### src/rtl/seq_serializer.sv
// Parallel-to-serial front end for the sequence detector: MSB-first, one bit per clock,
// with a one-entry pending register for gapless streaming. `SER_PARITY_EN appends even parity.
// The serial bit is on port sequence_out, which drives the detector's sequence input.
module seq_serializer #(
  parameter int unsigned WIDTH = 8
) (
  input  logic             clk,
  input  logic             resetn,
  input  logic [WIDTH-1:0] din,
  input  logic             din_valid,
  output logic             din_ready,
  output logic             sequence_out,
  output logic             seq_valid,
  output logic             frame_last,
  output logic             busy
);

`ifdef SER_PARITY_EN
  localparam int unsigned FL = WIDTH + 1;
`else
  localparam int unsigned FL = WIDTH;
`endif
  localparam int unsigned CW = $clog2(FL);
  localparam logic [CW-1:0] LAST = CW'(FL - 1);

  typedef enum logic {
    IDLE  = 1'b0,
    SHIFT = 1'b1
  } state_e;

  state_e           state_q, state_d;
  logic [FL-1:0]    sh_q, sh_d;
  logic [CW-1:0]    cnt_q, cnt_d;
  logic [WIDTH-1:0] pend_q, pend_d;
  logic             pend_full_q, pend_full_d;
  logic             din_ready_q, seq_valid_q, frame_last_q, busy_q;
  logic             accept;

  // Shift-register image of a word, parity bit (if any) after the LSB.
  function automatic logic [FL-1:0] frame_of(input logic [WIDTH-1:0] w);
`ifdef SER_PARITY_EN
    return {w, ^w};
`else
    return w;
`endif
  endfunction

  assign accept = din_valid && din_ready_q;

  always_comb begin
    state_d     = state_q;
    sh_d        = sh_q;
    cnt_d       = cnt_q;
    pend_d      = pend_q;
    pend_full_d = pend_full_q;
    unique case (state_q)
      IDLE: begin
        if (accept) begin
          sh_d    = frame_of(din);
          cnt_d   = '0;
          state_d = SHIFT;
        end
      end
      SHIFT: begin
        if (cnt_q != LAST) begin
          sh_d  = sh_q << 1;
          cnt_d = cnt_q + CW'(1);
          if (accept) begin
            pend_d      = din;
            pend_full_d = 1'b1;
          end
        end else if (pend_full_q) begin
          // din_ready is low while pend is full, so no accept can race this reload.
          sh_d        = frame_of(pend_q);
          pend_full_d = 1'b0;
          cnt_d       = '0;
        end else if (accept) begin
          sh_d  = frame_of(din);
          cnt_d = '0;
        end else begin
          // Final shift leaves sh all-zero so the idle line reads 0.
          sh_d    = sh_q << 1;
          cnt_d   = '0;
          state_d = IDLE;
        end
      end
      default: state_d = IDLE;
    endcase
  end

  always_ff @(posedge clk or negedge resetn) begin
    if (!resetn) begin
      state_q      <= IDLE;
      sh_q         <= '0;
      cnt_q        <= '0;
      pend_q       <= '0;
      pend_full_q  <= 1'b0;
      din_ready_q  <= 1'b1;
      seq_valid_q  <= 1'b0;
      frame_last_q <= 1'b0;
      busy_q       <= 1'b0;
    end else begin
      state_q      <= state_d;
      sh_q         <= sh_d;
      cnt_q        <= cnt_d;
      pend_q       <= pend_d;
      pend_full_q  <= pend_full_d;
      din_ready_q  <= !pend_full_d;
      seq_valid_q  <= (state_d == SHIFT);
      frame_last_q <= (state_d == SHIFT) && (cnt_d == LAST);
      busy_q       <= (state_d == SHIFT) || pend_full_d;
    end
  end

  assign din_ready    = din_ready_q;
  assign sequence_out = sh_q[FL-1];
  assign seq_valid    = seq_valid_q;
  assign frame_last   = frame_last_q;
  assign busy         = busy_q;

endmodule

### config.mk
export PLATFORM = sky130hd
export DESIGN_NAME = seq_serializer
export DESIGN_NICKNAME = d
export VERILOG_FILES = /design/src/rtl/seq_serializer.sv
export SDC_FILE = /design/constraint.sdc
export NUM_CORES = 1
export LEC_CHECK = 0
export CELL_PAD_IN_SITES_DETAIL_PLACEMENT = 1
export CELL_PAD_IN_SITES_GLOBAL_PLACEMENT = 2
export CORE_MARGIN = 4
export CORE_UTILIZATION = 30
export DETAILED_ROUTE_END_ITERATION = 16
export PLACE_DENSITY = 0.71
export SLEW_MARGIN = 25
export SYNTH_ARGS = -nofsm -noshare
export SYNTH_HDL_FRONTEND = slang
export SYNTH_SLANG_ARGS = --single-unit
### constraint.sdc
create_clock -name clk -period 1.97 [get_ports clk]
set_clock_uncertainty 0.2 [all_clocks]
set_input_delay 0.2955 -clock clk [delete_from_list [all_inputs] [get_ports clk]]
set_output_delay 0.2955 -clock clk [all_outputs]
set_load 0.005 [all_outputs]
==> qor.csv, run 1 <==
stage,metric,value,unit
global_routing,GRT Util Overall,11.8,%
drt,vias,773,
power,VDD IR max,0.421,mV
critical_path,CP startpoint,din_ready,
logic_synthesis,sequential-to-total area share from yosys stat,55.9,%
critical_path,WP data required,1.47,ns
drt,drt drc,0,
global_routing,antenna violations before repair,0,
critical_path,Crit Reg-Reg Endpoint,sh_q[7],
final_layout,Ant. Diodes,0,
drt,vias per cell,5.05,
critical_path,Setup Crit Path Kind,reg2out,
run,max cap viols,0,
sta,worst slew pin tran,0.725,ns
critical_path,reg2reg start,cnt_q[1],
critical_path,R2R depth,6,
die,die area,4610,um^2
clocking,clock root cell,clkbuf_4,
final_layout,layout cell share with drive strength beyond 1,31.8,%
clocking,hold_buf cts,0,
sta,Fin. Hold Viols,0,
die,I/O pin total,16,
sta,Period minus WS final,1.91,ns
logic_synthesis,synthesis-stage register bit count,24,
die,Chip Height,67.9,um
clocking,clock transition at the registers of the reported paths,0.13,ns
logic_synthesis,yosys warns,0,
critical_path,flop2flop setup slack,0.07,ns
critical_path,Top delay family on crit path,flip-flops,
logic_synthesis,Synth area leaders,"dfrtp_1 (53%), mux2_4 (11%), a221o_1 (6.5%)",
global_routing,vias in the first global route,830,
logic_synthesis,biggest area consumer among synthesized cells,dfrtp_1,
logic_synthesis,"Avg Cell Area, Syn",13.6,um^2
critical_path,crit path cell chain,clkdlybuf4s50_1,
die,Horiz. Die Dim,67.9,um
clocking,TritonCTS Buffers,3,
global_routing,largest net degree at the start of global routing,25,
die,initial core utilization,31.8,%
place,Port Buffers,15,
clocking,Num Clock Sinks,24,
drt,WL final,2.44,mm
place,gpl congestion,0.736,
logic_synthesis,Synth top area share,53.4,%
die,site row count,21,
power,PnR Total Power,2.09,mW
drt,routed len/inst,16.0,um
die,core region area,3390,um^2
critical_path,"Slowest-stage cell, CP",dfstp_2,
sta,Slew headroom,51.6,%
critical_path,slowest cell delay on critical path,0.59,ns
global_routing,first-pass GRT wire length,4.00,mm
critical_path,startpoint class of the critical path,register,
power,Leak,0.666,nW
power,pwr dens,1450,nW/um^2
sta,fmax,0.525,GHz
sta,Final Cycle Share,96.7,%
critical_path,Worst Setup EP,din_ready,
logic_synthesis,Cells after Synth,79,
critical_path,Crit. End Element,output port,
final_layout,"commonest cells after routing, fill and taps aside","dfrtp_1 (22), clkdlybuf4s50_1 (15), buf_4 (11)",
min_path,Worst Hold Class,in2async,
logic_synthesis,syn nets,92,
final_layout,"most common cell after layout, fill and taps aside",dfrtp_1,
clocking,CTS H-Tree Depth,1,
logic_synthesis,synth unique cells,25,
sta,Final setup viols,0,
outcome,status,completed,
drt,Routed Antenna Nets,0,
sta,number of max-slew violations in the final report,0,
clocking,worst skew pair latency,0.32,ns
final_layout,Register Area,603,um^2
final_layout,post-layout util,42.5,%
critical_path,data arrival time of the worst path,1.41,ns
final_layout,Final #Nets,121,
critical_path,Levels on crit path,1,
final_layout,Filler Cells Inserted,354,
drt,drt first-iter violations,44,
critical_path,Buffers & Inverters on Critical Path,1,
sta,unrepaired setup endpoints after global routing,false,
clocking,worst-case clock buffer depth,2,
logic_synthesis,Mapped Area,1080,um^2
global_routing,grt total ovfl,0,
drt,1st-pass router iterations,2,
critical_path,"critical path fanouts, max",5,
final_layout,P&R area growth vs syn,33.7,%
clocking,CTS tree,built,
final_layout,Multi-input gate area,468,um^2
-- area by class of cell --
type | count | share of cell area [%]
repair buffers | 28 | 17.7
flip-flops and latches | 24 | 41.9
inverters | 1 | 0.261
well taps | 46 | 4.00
clock inverters | 1 | 2.09
clock buffers | 3 | 1.56
multi-input cells | 50 | 32.5
-- power breakdown --
| part | total [mW] | internal (mW) | switching, mW |
|---|---|---|---|
| registers | 0.861 | 0.709 | 0.152 |
| clock network | 0.359 | 0.206 | 0.154 |
| logic | 0.867 | 0.554 | 0.313 |
-- cell usage after synthesis --
master and n:
and3_1 1, a21o_1 2, nor3_1 1, a21bo_2 1, inv_1 1, o21ai_0 1, a311o_1 2, dfrtp_1 23
a22o_1 8, buf_2 1, a21oi_1 2, nand2_1 6, clkbuf_1 1, and4_1 2, a31oi_1 1, a21oi_2 1
mux2_4 8, buf_1 1, or2_1 1, nand2b_1 2, buf_6 1, dfstp_2 1, ha_1 2, a221o_1 7
and3b_1 2
-- per-stage QoR --
step / cell area (um^2) / std cells / setup slack, ns / TNS, ns / hold slack (ns)
finish: 1440 / 153 / 0.0643 / 0 / 0.123
global route: 1440 / 153 / 0.00375 / 0 / 0.146
CTS: 1420 / 152 / 0.0145 / 0 / 0.133
detailed placement: 1360 / 148 / -0.0904 / -0.525 / 0.297
global placement: 1360 / 148 / -0.00458 / -0.0112 / 0.290
floorplan: 1080 / 79 / 0.0357 / 0 / -0.200
-- sequential cells by signal, summed over array words and instances (netlist names) --
signal	flops
sh_q	8
frame_last	1
din_ready	1
pend_q	8
busy	1
pend_full_q	1
cnt_q	3
seq_valid	1
-- metal layers --
layer	vias up	GRT usage (%)	routed length [um]
met5	-	0	0
li1	364	-	-
met1	395	14.5	1140
met3	4	2.30	75
met4	0	5.21	34
met2	10	19.9	1190
-- logic make-up (layout without fill, tap and decap cells) --
kind of cell	count (synthesis)	in the layout	share of synthesized area (%)
adder cells (fa/ha/maj)	2	2	2.32
flip-flops	24	24	55.9
AND/OR/NAND/NOR	15	15	8.13
buffers and inverters	5	33	2.55
multiplexers	8	8	11.2
AO/OA/AOI/OAI	25	25	20.0
-- repair_timing --
action / 4_1_cts / 5_1_grt
hold endpoints to repair: 0 / 0
gates resized for setup: 5 / 3
buffers inserted: 0 / 1
setup endpoints to repair: 14 / 10
-- how the worst min path moves through the flow --
stage,depth (start not counted),endpoint
after floorplan,0,busy
after global placement,1,sh_q[4]
after detailed placement,1,sh_q[4]
after CTS,2,cnt_q[0]
after global routing,2,cnt_q[0]
final,2,busy
(Power assumes the default switching activity.)
==> run 2: changes to the inputs <==
ABC_AREA = 1   (was not set)
CORE_UTILIZATION = 28   (was 30)
PLACE_DENSITY = 0.74   (was 0.71)
==> qor.csv, run 2 <==
stage,metric,value,unit,change
critical_path,WP data required,1.47,ns,about the same
critical_path,Crit. End Element,output port,,unchanged
sta,Final setup viols,0,,unchanged
global_routing,grt total ovfl,0,,unchanged
critical_path,Top delay family on crit path,flip-flops,,unchanged
sta,Fin. Hold Viols,0,,unchanged
sta,setup_tns,0,ns,unchanged
final_layout,layout cell share with drive strength beyond 1,10.1,%,was 31.8%
logic_synthesis,simple-gate portion of the synthesized area,36.2,%,was 8.13%
clocking,post-cts sizing count,0,,was 5
critical_path,crit path cell chain,clkdlybuf4s50_1,,unchanged
final_layout,Ant. Diodes,0,,unchanged
logic_synthesis,Mapped Area,1150,um^2,was 1080 um^2
clocking,number of buffers added for setup after CTS,0,,unchanged
drt,Routed Antenna Nets,0,,unchanged
logic_synthesis,sequential-to-total area share from yosys stat,52.2,%,was 55.9%
final_layout,Post-Layout Cell Count,208,,was 153
place,DPL Wire Length,2.38,mm,
sta,Slew headroom,78.2,%,was 51.6%
logic_synthesis,"Avg Cell Area, Syn",8.36,um^2,was 13.6 um^2
logic_synthesis,Compound-Gate Fraction of Synth Area,4.66,%,was 20.0%
final_layout,"most common cell after layout, fill and taps aside",nand2_1,,was dfrtp_1
logic_synthesis,post-synthesis mux area share,0,%,was 11.1%
place,gpl congestion,0.758,,was 0.736
power,P_int,1.26,mW,was 1.47 mW
critical_path,slowest cell delay on critical path,0.54,ns,was 0.59 ns
power,VDD IR max,0.471,mV,was 0.421 mV
final_layout,Final Cell Area,1430,um^2,was 1440 um^2
clocking,clock transition at the registers of the reported paths,0.09,ns,was 0.13 ns
die,Horiz. Die Dim,72.2,um,was 67.9 um
clocking,worst skew pair latency,0.27,ns,was 0.32 ns
sta,Final Cycle Share,91.6,%,was 96.7%
critical_path,reg2reg start,cnt_q[0],,was cnt_q[1]
outcome,status,completed,,unchanged
die,core region area,4000,um^2,was 3390 um^2
logic_synthesis,Synth top area share,49.9,%,was 53.4%
critical_path,CP startpoint,din_ready,,unchanged
clocking,Num Clock Sinks,24,,unchanged
logic_synthesis,yosys warns,0,,unchanged
logic_synthesis,synth cell count leaders,"nand2_1 (43), nand3_1 (31), dfrtp_1 (23), inv_1 (8)",,"was dfrtp_1 (23), a22o_1 (8), mux2_4 (8), a221o_1 (7), nand2_1 (6)"
sta,unrepaired setup endpoints after global routing,false,,unchanged
place,Port Buffers,15,,unchanged
sta,Period minus WS final,1.81,ns,was 1.91 ns
logic_synthesis,Synth area leaders,"dfrtp_1 (50%), nand2_1 (14%), nand3_1 (13%)",,"was dfrtp_1 (53%), mux2_4 (11%), a221o_1 (6.5%)"
drt,WL final,3.08,mm,was 2.44 mm
sta,number of max-slew violations in the final report,0,,unchanged
final_layout,"commonest cells after routing, fill and taps aside","nand2_1 (43), nand3_1 (31), dfrtp_1 (23)",,"was dfrtp_1 (22), clkdlybuf4s50_1 (15), buf_4 (11)"
global_routing,antenna violations before repair,0,,unchanged
final_layout,Final #Nets,172,,was 121
die,I/O pin total,16,,unchanged
logic_synthesis,largest family of logic cells by synthesized area,simple AND/OR/NAND/NOR gates,,was compound AO/OA/AOI/OAI gates
global_routing,first-pass GRT wire length,5.35,mm,was 4.00 mm
clocking,clock root cell,clkbuf_8,,was clkbuf_4
clocking,hold_buf cts,0,,unchanged
die,site row count,23,,was 21
logic_synthesis,top_reg_cell synth,dfrtp_1,,unchanged
critical_path,"Slowest-stage cell, CP",dfstp_2,,unchanged
drt,vias per cell,4.89,,was 5.05
final_layout,biggest regs,"pend_q x8, sh_q x8, cnt_q x3",,unchanged
logic_synthesis,Cells after Synth,138,,was 79
min_path,Worst Hold Class,in2async,,unchanged
die,initial core utilization,28.8,%,was 31.8%
sta,worst slew pin tran,0.326,ns,was 0.725 ns
drt,drt first-iter violations,20,,was 44
power,Leak,0.697,nW,was 0.666 nW
global_routing,vias in the first global route,1082,,was 830
logic_synthesis,asr flop ratio synth,100,%,unchanged
logic_synthesis,"EDFF count, synth",0,,unchanged
drt,drt drc,0,,unchanged
clocking,worst-case clock buffer depth,2,,unchanged
place,placed cell count,204,,was 148
critical_path,Buffers & Inverters on Critical Path,1,,unchanged
power,Net Sw Frac,40.5,%,was 29.7%
power,Comb pwr share,43.7,%,was 41.5%
final_layout,P&R area growth vs syn,24.3,%,was 33.7%
clocking,CTS H-Tree Depth,1,,unchanged
run,max cap viols,0,,unchanged
global_routing,GRT Util Overall,13.1,%,was 11.8%
logic_synthesis,biggest area consumer among synthesized cells,dfrtp_1,,unchanged
final_layout,post-layout util,35.8,%,was 42.5%
critical_path,Setup Crit Path Kind,reg2out,,unchanged
die,die area,5210,um^2,was 4610 um^2
global_routing,largest net degree at the start of global routing,25,,unchanged
logic_synthesis,synthesis-stage register bit count,24,,unchanged
logic_synthesis,syn nets,151,,was 92
power,Switching Power,0.855,mW,was 0.619 mW
logic_synthesis,"count leader, synth",nand2_1,,was dfrtp_1
drt,1st-pass router iterations,4,,was 2
critical_path,"critical path fanouts, max",2,,was 5
power,Clock power frac,16.3,%,was 17.2%
logic_synthesis,synth unique cells,17,,was 25
place,DP Area,1380,um^2,was 1360 um^2
die,Chip Height,72.2,um,was 67.9 um
clocking,CTS tree,built,,unchanged
clocking,TritonCTS Buffers,3,,unchanged
drt,vias,1018,,was 773
logic_synthesis,Post-Synth Adder-Cell Area,2.17,%,was 2.32%
logic_synthesis,XOR/XNOR Fraction of Synth Area,0,%,unchanged
critical_path,startpoint class of the critical path,register,,unchanged
power,sequential share of power,40.0,%,was 41.2%
power,pwr dens,1470,nW/um^2,was 1450 nW/um^2
drt,routed len/inst,14.8,um,was 16.0 um
sta,fmax,0.554,GHz,was 0.525 GHz
critical_path,data arrival time of the worst path,1.31,ns,was 1.41 ns
[run 2: power groups by stage]
stage | Combinational, mW | Sequential, mW | Clock (mW)
floorplan | 0.625 | 0.819 | 0
global placement | 0.908 | 0.850 | 0
detailed placement | 0.941 | 0.856 | 0
CTS | 0.940 | 0.847 | 0.352
global route | 1.07 | 0.869 | 0.371
finish | 0.922 | 0.845 | 0.343
[run 2: final timing paths]
check	to	slack [ns]	depth (start not counted)
setup / recovery	din_ready	0.16	1
setup reg to reg	sh_q[7]	0.19	7
hold reg to reg	pend_q[4]	0.29	2
hold / removal	pend_q[2]	0.19	2
min in group clk	pend_q[4]	0.29	2
max in group asynchronous	din_ready	1.08	2
[run 2: per-stage QoR]
step,setup WS (ns),hold slack (ns),power (mW)
2_1_floorplan,0.404,-0.200,1.44
3_3_place_gp,0.0760,0.265,1.76
3_5_place_dp,0.0220,0.269,1.80
4_1_cts,0.147,0.208,2.14
5_1_grt,0.0184,0.230,2.31
6_report,0.165,0.192,2.11
[run 2: cell type report]
| cell class | count | area (um^2) |
|---|---|---|
| Tap cell | 50 | 62.6 |
| Fill cell | 475 | 2570 |
| Sequential cell | 24 | 602 |
| Clock buffer | 4 | 55.1 |
| Multi-Input combinational cell | 101 | 497 |
| Inverter | 10 | 37.5 |
| Timing Repair Buffer | 19 | 180 |
[run 2: kinds of logic after synthesis]
group	Yosys count
buffers and inverters	13
AO/OA/AOI/OAI	10
adder cells (fa/ha/maj)	2
flip-flops	24
AND/OR/NAND/NOR	89
[run 2: routing by layer]
layer / GRT usage (%) / vias to the layer above / part of all wire (%)
li1: - / 494 / -
met1: 19.0 / 502 / 48
met2: 20.1 / 18 / 48
met3: 2.22 / 4 / 3.3
met4: 3.76 / 0 / 0.88
met5: 0 / - / 0
==> run 3: changes to the inputs <==
CORE_UTILIZATION = 30   (was 28)
DONT_BUFFER_PORTS = 1   (was not set)
PLACE_DENSITY = 0.7   (was 0.74)
==> qor.csv, run 3 (synthesis gave the netlist of run 2 again) <==
stage,metric,value,unit,change
drt,drt first-iter violations,29,,was 20
sta,Setup WS post-layout,0.213,ns,was 0.165 ns
sta,Final Cycle Share,89.2,%,was 91.6%
drt,drt drc,0,,unchanged
outcome,status,completed,,unchanged
clocking,TritonCTS Buffers,3,,unchanged
critical_path,data arrival time of the worst path,1.75,ns,was 1.31 ns
place,DPL Wire Length,2.13,mm,was 2.38 mm
final_layout,Post-Layout Cell Count,199,,was 208
drt,1st-pass router iterations,4,,unchanged
die,Chip Height,70.0,um,was 72.2 um
die,initial core utilization,31.3,%,was 28.8%
critical_path,Setup Crit Path Kind,reg2reg,,was reg2out
final_layout,"most common cell after layout, fill and taps aside",nand2_1,,unchanged
clocking,CTS H-Tree Depth,1,,unchanged
global_routing,vias in the first global route,1086,,was 1082
sta,setup_tns,0,ns,unchanged
global_routing,largest net degree at the start of global routing,25,,unchanged
global_routing,GRT Util Overall,13.8,%,was 13.1%
min_path,Worst Hold Class,in2reg,,was in2async
die,core region area,3690,um^2,was 4000 um^2
drt,Routed Antenna Nets,0,,unchanged
die,site row count,22,,was 23
clocking,CTS tree,built,,unchanged
global_routing,first-pass GRT wire length,5.39,mm,was 5.35 mm
global_routing,antenna violations before repair,0,,unchanged
power,PnR Total Power,2.05,mW,was 2.11 mW
drt,routed len/inst,15.2,um,was 14.8 um
global_routing,busiest grt layer,met2,,unchanged
sta,Slew headroom,75.3,%,was 78.2%
die,I/O pin total,16,,unchanged
power,VDD IR max,0.390,mV,was 0.471 mV
run,max cap viols,0,,unchanged
final_layout,layout cell share with drive strength beyond 1,9.93,%,was 10.1%
sta,unrepaired setup endpoints after global routing,false,,unchanged
drt,vias per cell,4.98,,was 4.89
clocking,number of buffers added for setup after CTS,0,,unchanged
final_layout,"commonest cells after routing, fill and taps aside","nand2_1 (43), nand3_1 (31), dfrtp_1 (23)",,unchanged
place,pre-CTS WS,0.162,ns,was 0.0220 ns
clocking,Num Clock Sinks,24,,unchanged
drt,vias,991,,was 1018
final_layout,P&R area growth vs syn,19.5,%,was 24.3%
sta,Period minus WS final,1.76,ns,was 1.81 ns
clocking,clock root cell,clkbuf_8,,unchanged
power,pwr dens,1480,nW/um^2,was 1470 nW/um^2
clocking,worst skew pair latency,0.27,ns,about the same
clocking,clock transition at the registers of the reported paths,0.09,ns,about the same
global_routing,met3 usage,3.31,%,was 2.22%
die,Horiz. Die Dim,70.0,um,was 72.2 um
final_layout,Ant. Diodes,0,,unchanged
power,Leak,0.677,nW,was 0.697 nW
drt,WL final,3.02,mm,was 3.08 mm
sta,number of max-slew violations in the final report,0,,unchanged
clocking,worst-case clock buffer depth,2,,unchanged
die,die area,4900,um^2,was 5210 um^2
global_routing,M2 GR Usage,23.0,%,was 20.1%
place,placed cell count,185,,was 204
critical_path,Crit. End Element,register,,was output port
place,gpl congestion,0.727,,was 0.758
place,Port Buffers,0,,was 15
final_layout,biggest regs,"pend_q x8, sh_q x8, cnt_q x3",,unchanged
sta,Final setup viols,0,,unchanged
critical_path,"critical path fanouts, max",7,,was 2
critical_path,startpoint class of the critical path,register,,unchanged
sta,worst slew pin tran,0.370,ns,was 0.326 ns
final_layout,Final #Nets,165,,was 172
sta,fmax,0.569,GHz,was 0.554 GHz
global_routing,grt total ovfl,0,,unchanged
sta,Fin. Hold Viols,0,,unchanged
critical_path,WP data required,1.97,ns,was 1.47 ns
global_routing,grt met1 use,18.0,%,was 19.0%
run 3: through the flow:
step                      instance area, um^2  hold slack, ns  util [%]
after global routing                     1380          0.0637      37.4
after floorplan                          1150          -0.200         -
final                                    1380          0.0435      37.4
after global placement                   1210          -0.199      32.8
after CTS                                1380          0.0422      37.3
after detailed placement                 1210          -0.199      32.8
run 3: path summary, 6_finish.rpt:
check	slack [ns]	to	cells past startpoint	startpoint
min in group asynchronous	0.25	sh_q[5]	2	resetn
worst min-delay path	0.04	sh_q[1]	4	din[1]
worst min register to register	0.28	pend_q[2]	2	pend_q[2]
worst max-delay path	0.21	sh_q[0]	6	cnt_q[0]
worst max register to register	0.21	sh_q[0]	6	cnt_q[0]
max in group asynchronous	1.10	din_ready	2	resetn
run 3: timing repair:
item	4_1_cts	5_1_grt
resized for setup	0	1
hold buffers	10	0
hold endpoints to repair	38	0
setup endpoints to repair	0	1
run 3: critical path, cell delays in order, from the launching register on:
cell,delay (ns)
dfrtp_1,0.38
ha_1,0.16
ha_1,0.31
nand2_1,0.24
nor2_1,0.19
nor2_1,0.06
a21oi_1,0.15
run 3: power by group:
group          internal, mW  switching, mW  total, mW
registers             0.714          0.155      0.869
logic                 0.300          0.535      0.835
clock network         0.179          0.164      0.343
total                  1.19          0.854       2.05
run 3: metal layers:
metal | vias up | wire (um)
li1 | 480 | -
met1 | 490 | 1460
met2 | 16 | 1420
met3 | 5 | 109
met4 | 0 | 34
met5 | - | 0
run 3: layout make-up:
cell class | count | area [um^2]
multi-input cells | 101 | 497
repair buffers | 12 | 125
clock buffers | 4 | 55.1
flip-flops and latches | 24 | 602
fillers | 455 | 2310
well taps | 48 | 60.1
inverters | 10 | 40.0
